**config.mk**
```make
export PLATFORM = sky130hd
export DESIGN_NAME = risc_core_param
export DESIGN_NICKNAME = d
export VERILOG_FILES = /design/src/rtl/risc_core_param.sv
export SDC_FILE = /design/constraint.sdc
export NUM_CORES = 1
export LEC_CHECK = 0
export ABC_AREA = 1
export BUFFER_PORTS_ARGS = -buffer_cell sky130_fd_sc_hd__buf_2
export CORE_MARGIN = 2
export CORE_UTILIZATION = 32
export CTS_CLUSTER_DIAMETER = 50
export CTS_CLUSTER_SIZE = 10
export DETAILED_ROUTE_END_ITERATION = 8
export PLACE_DENSITY = 0.54
export SKIP_CTS_REPAIR_TIMING = 1
export SLEW_MARGIN = 5
export SYNTH_ARGS = -nofsm -noshare
export SYNTH_HDL_FRONTEND = slang
export SYNTH_SLANG_ARGS = --single-unit
```
**constraint.sdc**
```tcl
create_clock -name clk -period 12.15 [get_ports clk]
set_input_delay 1.8225 -clock clk [delete_from_list [all_inputs] [get_ports clk]]
set_output_delay 1.8225 -clock clk [all_outputs]
set_load 0.05 [all_outputs]
```
**src/rtl/risc_core_param.sv**
```systemverilog
// rtl/risc_core_param.sv - parametrised multi-cycle RISC core with WAIT/DECODE/EXEC1/EXEC2/DONE FSM
// Executes one func word per new_func handshake; debug port reads the register file combinationally.
module risc_core_param #(
    parameter int DATA_W   = 16,
    parameter int NUM_REGS = 8,
    parameter int PC_W     = 8
) (
    input  logic              clk,
    input  logic              reset,
    input  logic              start,
    input  logic              new_func,
    input  logic [DATA_W+7:0] func,
    input  logic [3:0]        dbg_addr,
    output logic [DATA_W-1:0] dbg_data,
    output logic              busy,
    output logic              done,
    output logic              err,
    output logic [DATA_W-1:0] result,
    output logic              zero,
    output logic [PC_W-1:0]   pc
);
    typedef enum logic [2:0] {S_IDLE, S_WAIT, S_DECODE, S_EXEC1, S_EXEC2, S_DONE} state_t;

    localparam logic [3:0] OP_LOAD = 4'h0, OP_MOV = 4'h1, OP_ADD = 4'h2, OP_XOR = 4'h3,
                           OP_MIN  = 4'h4, OP_LDPC = 4'h5, OP_BR = 4'h6, OP_SUB = 4'h7,
                           OP_AND  = 4'h8, OP_OR = 4'h9;

    state_t              r_state, w_next;
    logic [DATA_W+7:0]   r_ir;
    logic [DATA_W-1:0]   r_a, r_g;
    logic [DATA_W-1:0]   r_regs [16];
    logic [DATA_W-1:0]   r_result;
    logic                r_zero, r_err;
    logic [PC_W-1:0]     r_pc;

    logic [3:0]          w_op, w_rx, w_ry;
    logic [DATA_W-1:0]   w_imm, w_rx_val, w_ry_val, w_alu, w_wr_data;
    logic                w_is_alu, w_uses_ry, w_illegal, w_wr_en;

    assign w_op     = r_ir[DATA_W+7:DATA_W+4];
    assign w_rx     = r_ir[DATA_W+3:DATA_W];
    assign w_imm    = r_ir[DATA_W-1:0];
    assign w_ry     = r_ir[DATA_W-1:DATA_W-4];
    assign w_rx_val = r_regs[w_rx];
    assign w_ry_val = r_regs[w_ry];

    assign w_is_alu  = (w_op inside {OP_ADD, OP_XOR, OP_MIN, OP_SUB, OP_AND, OP_OR});
    assign w_uses_ry = w_is_alu || (w_op == OP_MOV);
    assign w_illegal = (w_op > OP_OR) || ({1'b0, w_rx} >= 5'(NUM_REGS))
                    || (w_uses_ry && ({1'b0, w_ry} >= 5'(NUM_REGS)));

    always_comb begin
        w_alu = '0;
        case (w_op)
            OP_ADD:  w_alu = r_a + w_ry_val;
            OP_XOR:  w_alu = r_a ^ w_ry_val;
            OP_MIN:  w_alu = (r_a < w_ry_val) ? r_a : w_ry_val;
            OP_SUB:  w_alu = r_a - w_ry_val;
            OP_AND:  w_alu = r_a & w_ry_val;
            OP_OR:   w_alu = r_a | w_ry_val;
            default: w_alu = '0;
        endcase
    end

    // Short ops write on the DECODE exit edge, ALU ops on the EXEC2 exit edge.
    always_comb begin
        w_wr_en   = 1'b0;
        w_wr_data = r_g;
        if (r_state == S_EXEC2) begin
            w_wr_en = 1'b1;
        end else if (r_state == S_DECODE && !w_illegal) begin
            case (w_op)
                OP_LOAD: begin w_wr_en = 1'b1; w_wr_data = w_imm;            end
                OP_MOV:  begin w_wr_en = 1'b1; w_wr_data = w_ry_val;         end
                OP_LDPC: begin w_wr_en = 1'b1; w_wr_data = DATA_W'(r_pc);    end
                default: w_wr_en = 1'b0;
            endcase
        end
    end

    always_ff @(posedge clk or posedge reset) begin
        if (reset) r_state <= S_IDLE;
        else       r_state <= w_next;
    end

    always_comb begin
        w_next = r_state;
        case (r_state)
            S_IDLE:   if (start) w_next = S_WAIT;
            S_WAIT:   if (!start) w_next = S_IDLE;
                      else if (new_func) w_next = S_DECODE;
            S_DECODE: w_next = (w_is_alu && !w_illegal) ? S_EXEC1 : S_DONE;
            S_EXEC1:  w_next = S_EXEC2;
            S_EXEC2:  w_next = S_DONE;
            S_DONE:   w_next = S_WAIT;
            default:  w_next = S_IDLE;
        endcase
    end

    always_comb begin
        busy = (r_state inside {S_DECODE, S_EXEC1, S_EXEC2, S_DONE});
        done = (r_state == S_DONE);
    end

    always_ff @(posedge clk or posedge reset) begin
        if (reset) begin
            r_ir     <= '0;
            r_a      <= '0;
            r_g      <= '0;
            r_result <= '0;
            r_zero   <= 1'b1;
            r_err    <= 1'b0;
            r_pc     <= '0;
            for (int i = 0; i < 16; i++) r_regs[i] <= '0;
        end else begin
            if (r_state == S_WAIT && start && new_func) begin
                r_ir  <= func;
                r_err <= 1'b0;
            end
            if (r_state == S_DECODE) begin
                r_err <= w_illegal;
                r_a   <= w_rx_val;
            end
            if (r_state == S_EXEC1) r_g <= w_alu;
            if (w_wr_en) begin
                r_regs[w_rx] <= w_wr_data;
                r_result     <= w_wr_data;
                r_zero       <= (w_wr_data == '0);
            end
            // A branch with a bad register index keeps pc where it was.
            if (r_state == S_DONE) begin
                if (w_op == OP_BR) begin
                    if (!r_err) r_pc <= w_rx_val[PC_W-1:0];
                end else begin
                    r_pc <= r_pc + 1'b1;
                end
            end
        end
    end

    assign dbg_data = ({1'b0, dbg_addr} < 5'(NUM_REGS)) ? r_regs[dbg_addr] : '0;
    assign result   = r_result;
    assign zero     = r_zero;
    assign err      = r_err;
    assign pc       = r_pc;
endmodule

```
==> results of run 1 <==
## routing by layer
layer	routed length [um]	global-route usage, %	part of all wire [%]	up-vias
met5	0	0.139	0	-
met4	3240	8.99	3.9	0
met3	6610	4.46	8.1	156
met2	36600	35.6	45	812
met1	35700	31.8	43	9986
li1	-	-	-	9856
## cell type report
class / instances / area, um^2 / share of cell area [%]
Clock inverter: 12 / 138 / 0.578
Clock buffer: 57 / 1230 / 5.18
Tap cell: 873 / 1090 / 4.59
Sequential cell: 341 / 8540 / 35.9
Multi-Input combinational cell: 2116 / 11000 / 46.3
Inverter: 311 / 1180 / 4.97
Timing Repair Buffer: 105 / 601 / 2.52
Antenna cell: 2 / 5.00 / 0.0210
## synthesized netlist by cell type (9+ instances only)
| master | count | area [um^2] |
|---|---|---|
| buf_1 | 9 | 33.8 |
| buf_4 | 15 | 113 |
| o211ai_1 | 47 | 353 |
| a31oi_1 | 21 | 131 |
| inv_2 | 19 | 71.3 |
| a21oi_1 | 173 | 866 |
| o21ai_0 | 370 | 1850 |
| nand2_2 | 22 | 138 |
| ha_1 | 57 | 713 |
| buf_6 | 31 | 349 |
| nand2_1 | 685 | 2570 |
| mux2_2 | 11 | 124 |
| o21ai_1 | 107 | 536 |
| dfrtp_1 | 340 | 8510 |
| a22oi_1 | 50 | 375 |
| nor2_1 | 138 | 518 |
| nand3_1 | 196 | 981 |
| nand4_1 | 14 | 87.6 |
| clkbuf_1 | 73 | 274 |
| buf_2 | 69 | 345 |
| inv_1 | 284 | 1070 |
| nor2_2 | 19 | 119 |
| o22ai_1 | 58 | 363 |
| nor3_1 | 18 | 90.1 |
| o21ai_2 | 69 | 604 |
## worst reg2reg max path, delay by kind of cell, from the launching register on
family | cells | cell delay [ns]
buf+inv | 4 | 1.78
compound gates | 4 | 0.58
fa+ha+maj | 2 | 0.76
flops | 1 | 0.67
simple gates | 12 | 1.69
## state kept, by name, indices dropped and copies added (netlist names)
register	count
result	16
r_ir	24
pc	8
r_state	3
zero	1
r_g	16
err	1
r_regs	256
r_a	16
## path summary, 6_finish.rpt
path                       depth (start not counted)  slack (ns)      endpoint        start
setup / recovery                                   8        5.44  dbg_data[15]  dbg_addr[1]
hold / removal                                     2        0.46          zero         zero
setup reg to reg                                  22        6.54        r_g[1]     r_ir[12]
hold reg to reg                                    2        0.46          zero         zero
max in group asynchronous                          4        8.50      r_ir[12]        reset
min in group asynchronous                          2        1.38     result[8]        reset
## layout by cell type, fill, tap and decap left out, types with 11 or more instances in the layout
cell,count
a21oi_1,173
a22oi_1,50
a31oi_1,21
buf_2,75
buf_4,30
clkbuf_16,46
dfrtp_1,338
ha_1,57
inv_1,283
inv_2,20
mux2_2,11
nand2_1,685
nand2_2,22
nand3_1,196
nand4_1,14
nor2_1,137
nor2_2,19
nor3_1,18
o211ai_1,47
o21ai_0,370
o21ai_1,107
o21ai_2,69
o22ai_1,58
## metrics by stage
step	utilization, %	hold slack [ns]	cell area [um^2]	instances	power (W)
3_3_place_gp	33.3	0.458	22400	3746	0.00483
5_1_grt	35.3	0.495	23800	3815	0.00658
6_report	35.3	0.465	23800	3817	0.00617
2_1_floorplan	-	0.441	21900	2972	0.00387
3_5_place_dp	33.3	0.458	22400	3746	0.00484
4_1_cts	35.3	0.468	23800	3815	0.00613
## where the power goes
| part | internal (W) | total (W) | switching, W |
|---|---|---|---|
| clock network | 0.000737 | 0.00129 | 0.000553 |
| registers | 0.00138 | 0.00160 | 0.000223 |
| logic | 0.000835 | 0.00328 | 0.00244 |
| total | 0.00295 | 0.00617 | 0.00322 |
## cells by family after synthesis
kind of cell | share of synthesized area [%]
compound gates | 24.2
buf+inv | 10.7
flops | 39.0
fa+ha+maj | 3.44
simple gates | 21.9
mux | 0.566
xor+xnor | 0.200
==> flow_summary.json, run 1 <==
{
  "status": "finished, final reports clean",
  "grt_pass1_wl_um": 124000,
  "synthFlopType": "dfrtp_1",
  "first_global_vias": 19400,
  "power_density_mw_per_mm2": 259,
  "slowest_stage": "clkinv_1",
  "cp-start-kind": "input pin",
  "drtAntennaViolNets": 0,
  "avgSynthCellArea_um2": 7.36,
  "setup-violations-final": 0,
  "synth_edf_count": 0,
  "netlist_area_mm2": 0.0219,
  "worstPathMaxFanout": 38,
  "first_iter_violations": 2446,
  "drc": 0,
  "slew_headroom_pct": 25.9,
  "wl_per_cell_um": 21.5,
  "hold_viol_final": 0,
  "cts-root-buf": "clkbuf_16",
  "drtPass1Iterations": 6,
  "grt_max_degree": 108,
  "hp-class": "reg2reg",
  "crit_type": "in2out",
  "finalCritPeriodShare_pct": 55.3,
  "vias": 20800,
  "cts-htree-levels": 2,
  "grt_setup_unrepaired": "false",
  "max_freq_ghz": 0.149,
  "min_period_ns": 6.71,
  "seq_area_frac_synth_pct": 39.0,
  "grt_usage_pct": 23.1,
  "synthesis.yosys.warnings": 0,
  "cts_made_buffers": 46,
  "final_net_count": 3012,
  "die_h_um": 266,
  "drive_gt1_share_pct": 11.3,
  "io_pins": 76,
  "clk_pin_slew_ns": 0.06,
  "die_w_um": 266,
  "viasPerCell": 5.45,
  "crit_buf_inv": 3,
  "worst_slew_pin_slew_ns": 1.10,
  "syn2layout_area_growth_pct": 8.77,
  "gp_congestion": 0.889,
  "max-clock-path-buffers": 3,
  "ir_drop_v": 0.000125,
  "cp-end-kind": "primary output",
  "hpwl_um": 52700,
  "setup_ws_ns": 5.44,
  "insertion_delay_ns": 0.60,
  "cts_tree": "yes",
  "power.leakage_nw": 10.6,
  "timing.setup.tns_ns": 0,
  "async_flop_share_pct": 100,
  "maxSlewViolCount": 0,
  "ys_seq_elements": 341,
  "synth_cell_type_count": 54,
  "crit_family": "buffers and inverters",
  "path_cells": "buf_2 > clkinv_1 > a21oi_1 > o21ai_0 > nand3_1 > nand2_1 > a31oi_1 > buf_2",
  "core_mm2": 0.0674,
  "cts_sinks": 341,
  "cpMostUsedCell": "buf_2",
  "overflow": 0,
  "antenna_found_initial": 1,
  "cp.arrival_ns": 4.89,
  "dp_slack_ns": 5.60,
  "finalClockSkew_ns": 0.0391,
  "critical-path-max-stage-delay_ns": 1.06,
  "syn_inst": 2972,
  "fp.dieArea_mm2": 0.0705,
  "fill_cells": 7155,
  "fp-row-count": 95,
  "cap_violations": 0,
  "totalWireLength_um": 82100,
  "initial_core_util_pct": 32.5,
  "required_ns": 10.33,
  "synth_fp_nets": 3063,
  "io_buffers": 75
}
Note: power is estimated with default switching activity, not from simulation.
==> inputs of run 2 (changes only) <==
ABC_AREA = 0   (was 1)
PLACE_DENSITY = 0.55   (was 0.54)
clock period = 5.5 ns   (was 12.15 ns; I/O delays follow)
==> run 2 against run 1 <==
Net effect: worst setup slack worse by 4.8 ns; non-clock buffer count is 31 higher; total power grew 130%; global-route usage is 2.6 points lower; sequential share of layout area up 0.66 points; clock power grew 150%.
==> flow_summary.json, run 2 <==
{
  "cts-root-buf": "clkbuf_16",
  "grt_max_degree": 168,
  "largestRegisters": "r_regs x256, r_ir x24",
  "cts_made_buffers": 49,
  "synth_edf_count": 0,
  "overflow": 0,
  "min_period_ns": 4.88,
  "cap_violations": 0,
  "hpwl_um": 44700,
  "core_mm2": 0.0632,
  "first_global_vias": 16100,
  "synthFlopType": "dfrtp_1",
  "cp.arrival_ns": 5.33,
  "viasPerCell": 5.63,
  "initial_core_util_pct": 32.5,
  "antenna_cells": 0,
  "ys_seq_elements": 341,
  "insertion_delay_ns": 0.63,
  "ys_top_cells_by_area": "dfrtp_1 (41%), mux4_2 (19%), o21ai_0 (6.8%)",
  "synth_fp_nets": 2025,
  "ir_drop_v": 0.000306,
  "power.leakage_nw": 9.72,
  "drc": 0,
  "synth_common_cells": "nand2_1 (353), dfrtp_1 (340), o21ai_0 (280)",
  "drtAntennaViolNets": 0,
  "io_buffers": 75,
  "slew_headroom_pct": 24.3,
  "max-clock-path-buffers": 3,
  "hp-class": "in2async",
  "clk_pin_slew_ns": 0.06,
  "io_pins": 76,
  "crit_type": "reg2reg",
  "setup-violations-final": 0,
  "hold_viol_final": 0,
  "required_ns": 5.96,
  "worstPathMaxFanout": 31,
  "first_iter_violations": 1498,
  "drive_gt1_share_pct": 23.0,
  "yosysMostFrequentCell": "nand2_1",
  "cts-htree-levels": 2,
  "fp.dieArea_mm2": 0.0662,
  "synth_top_area_share_pct": 41.4,
  "syn2layout_area_growth_pct": 14.0,
  "fp-row-count": 92,
  "antenna_found_initial": 7,
  "timing.setup.tns_ns": 0,
  "cts_sinks": 341,
  "final_net_count": 2049,
  "syn_inst": 1934,
  "cp-start-kind": "register",
  "die_w_um": 257,
  "regMostFlops": "r_regs",
  "design_area_mm2": 0.0234,
  "grt_setup_unrepaired": "false",
  "async_flop_share_pct": 100,
  "finish.utilization_pct": 37.0,
  "worst_slew_pin_slew_ns": 1.14,
  "netlist_area_mm2": 0.0205,
  "layout_commonest_cell": "nand2_1",
  "drtPass1Iterations": 5,
  "cts_tree": "yes",
  "max_freq_ghz": 0.205,
  "gp_congestion": 0.911,
  "seq_area_frac_synth_pct": 41.6,
  "synth_largest_area_cell": "dfrtp_1",
  "power_density_mw_per_mm2": 595,
  "avgSynthCellArea_um2": 10.6,
  "final_cell_mix": "nand2_1 (353), dfrtp_1 (335), o21ai_0 (279), mux4_2 (176), nor2_1 (83)",
  "grt_pass1_wl_um": 103000,
  "wl_per_cell_um": 23.7,
  "synthesis.yosys.warnings": 0,
  "fill_cells": 6216,
  "placedCellCount": 2753,
  "finalCritPeriodShare_pct": 88.6,
  "totalWireLength_um": 67200,
  "largest_reg_flops": 256,
  "maxSlewViolCount": 0,
  "cp-end-kind": "register",
  "status": "finished, final reports clean",
  "final_cells": 2839,
  "finalClockSkew_ns": 0.0504,
  "vias": 16000,
  "dpl_cell_area_mm2": 0.0217,
  "die_h_um": 257,
  "holdWs_ns": 0.316,
  "synth_cell_type_count": 86,
  "grt_usage_pct": 20.4
}
==> run 2: cell count changes in the layout (fill, tap and decap cells not counted), sizes merged, moves of 18 or more <==
cell and change:
inv -257, o211ai -43, nor2b +18, mux4 +179, a21oi -110, mux2i +50
a22oi -41, mux2 +20, nand3 -182, nand2 -354, o22ai -48, nor2 -80
buf +31, o21ai -204
==> run 2: final timing paths <==
kind,cells past startpoint,end,startpoint,slack (ns)
worst max-delay path,14,r_g[8],r_ir[13],0.62
worst min-delay path,2,result[14],reset,0.32
worst max register to register,14,r_g[8],r_ir[13],0.62
worst min register to register,2,result[8],result[8],0.48
max in group asynchronous,3,pc[6],reset,3.74
min in group clk,2,r_ir[17],func[17],0.43
==> run 2: kinds of logic (layout without fill, tap and decap cells) <==
| family | Yosys count | in the layout | synth area share (%) |
|---|---|---|---|
| multiplexers | 260 | 260 | 23.9 |
| XOR/XNOR | 8 | 8 | 0.341 |
| AND/OR/NAND/NOR | 532 | 532 | 11.1 |
| flip-flops | 341 | 341 | 41.6 |
| adder cells (fa/ha/maj) | 59 | 59 | 3.67 |
| AO/OA/AOI/OAI | 519 | 519 | 14.8 |
| buffers and inverters | 215 | 274 | 4.64 |
==> run 2: layout make-up <==
cell class | count | area, um^2 | share of cell area (%)
Sequential cell | 341 | 8550 | 36.5
Tap cell | 846 | 1060 | 4.52
Multi-Input combinational cell | 1378 | 11100 | 47.3
Timing Repair Buffer | 136 | 871 | 3.72
Inverter | 52 | 199 | 0.850
Clock inverter | 20 | 325 | 1.39
Clock buffer | 66 | 1330 | 5.68
==> run 2: worst max-delay path, stage by stage (launching register included) <==
cell and delay, ns:
dfrtp_4 0.78, buf_4 0.62, mux4_2 0.58, mux2_2 0.27
nand2_1 0.06, o21ai_0 0.30, inv_1 0.21, ha_1 0.36
nor4_1 0.35, a211oi_1 0.14, o21ai_2 0.14, buf_4 0.31
mux2i_1 0.22, nor2_1 0.05, o32a_1 0.29
==> run 2: per-stage QoR <==
| step | setup WS [ns] | power, W |
|---|---|---|
| finish | 0.625 | 0.0139 |
| floorplan | 0.115 | 0.00873 |
| global placement | 0.701 | 0.0106 |
| global route | 0.270 | 0.0148 |
| CTS | 0.619 | 0.0140 |
| detailed placement | 0.631 | 0.0107 |
==> run 2: routing by layer <==
metal | share of wire (%) | up-vias | track usage, %
met5 | 0.076 | - | 0
met4 | 2.3 | 8 | 5.67
met3 | 7.1 | 113 | 3.43
met2 | 46 | 600 | 31.9
met1 | 45 | 8151 | 29.3
li1 | - | 7111 | -
==> run 2: report_power, final <==
part / internal, W / total [W] / switching (W) / leakage (nW)
sequential: 0.00336 / 0.00447 / 0.00111 / 4.58
clock: 0.00195 / 0.00322 / 0.00126 / 0.793
combinational: 0.00260 / 0.00624 / 0.00365 / 4.34
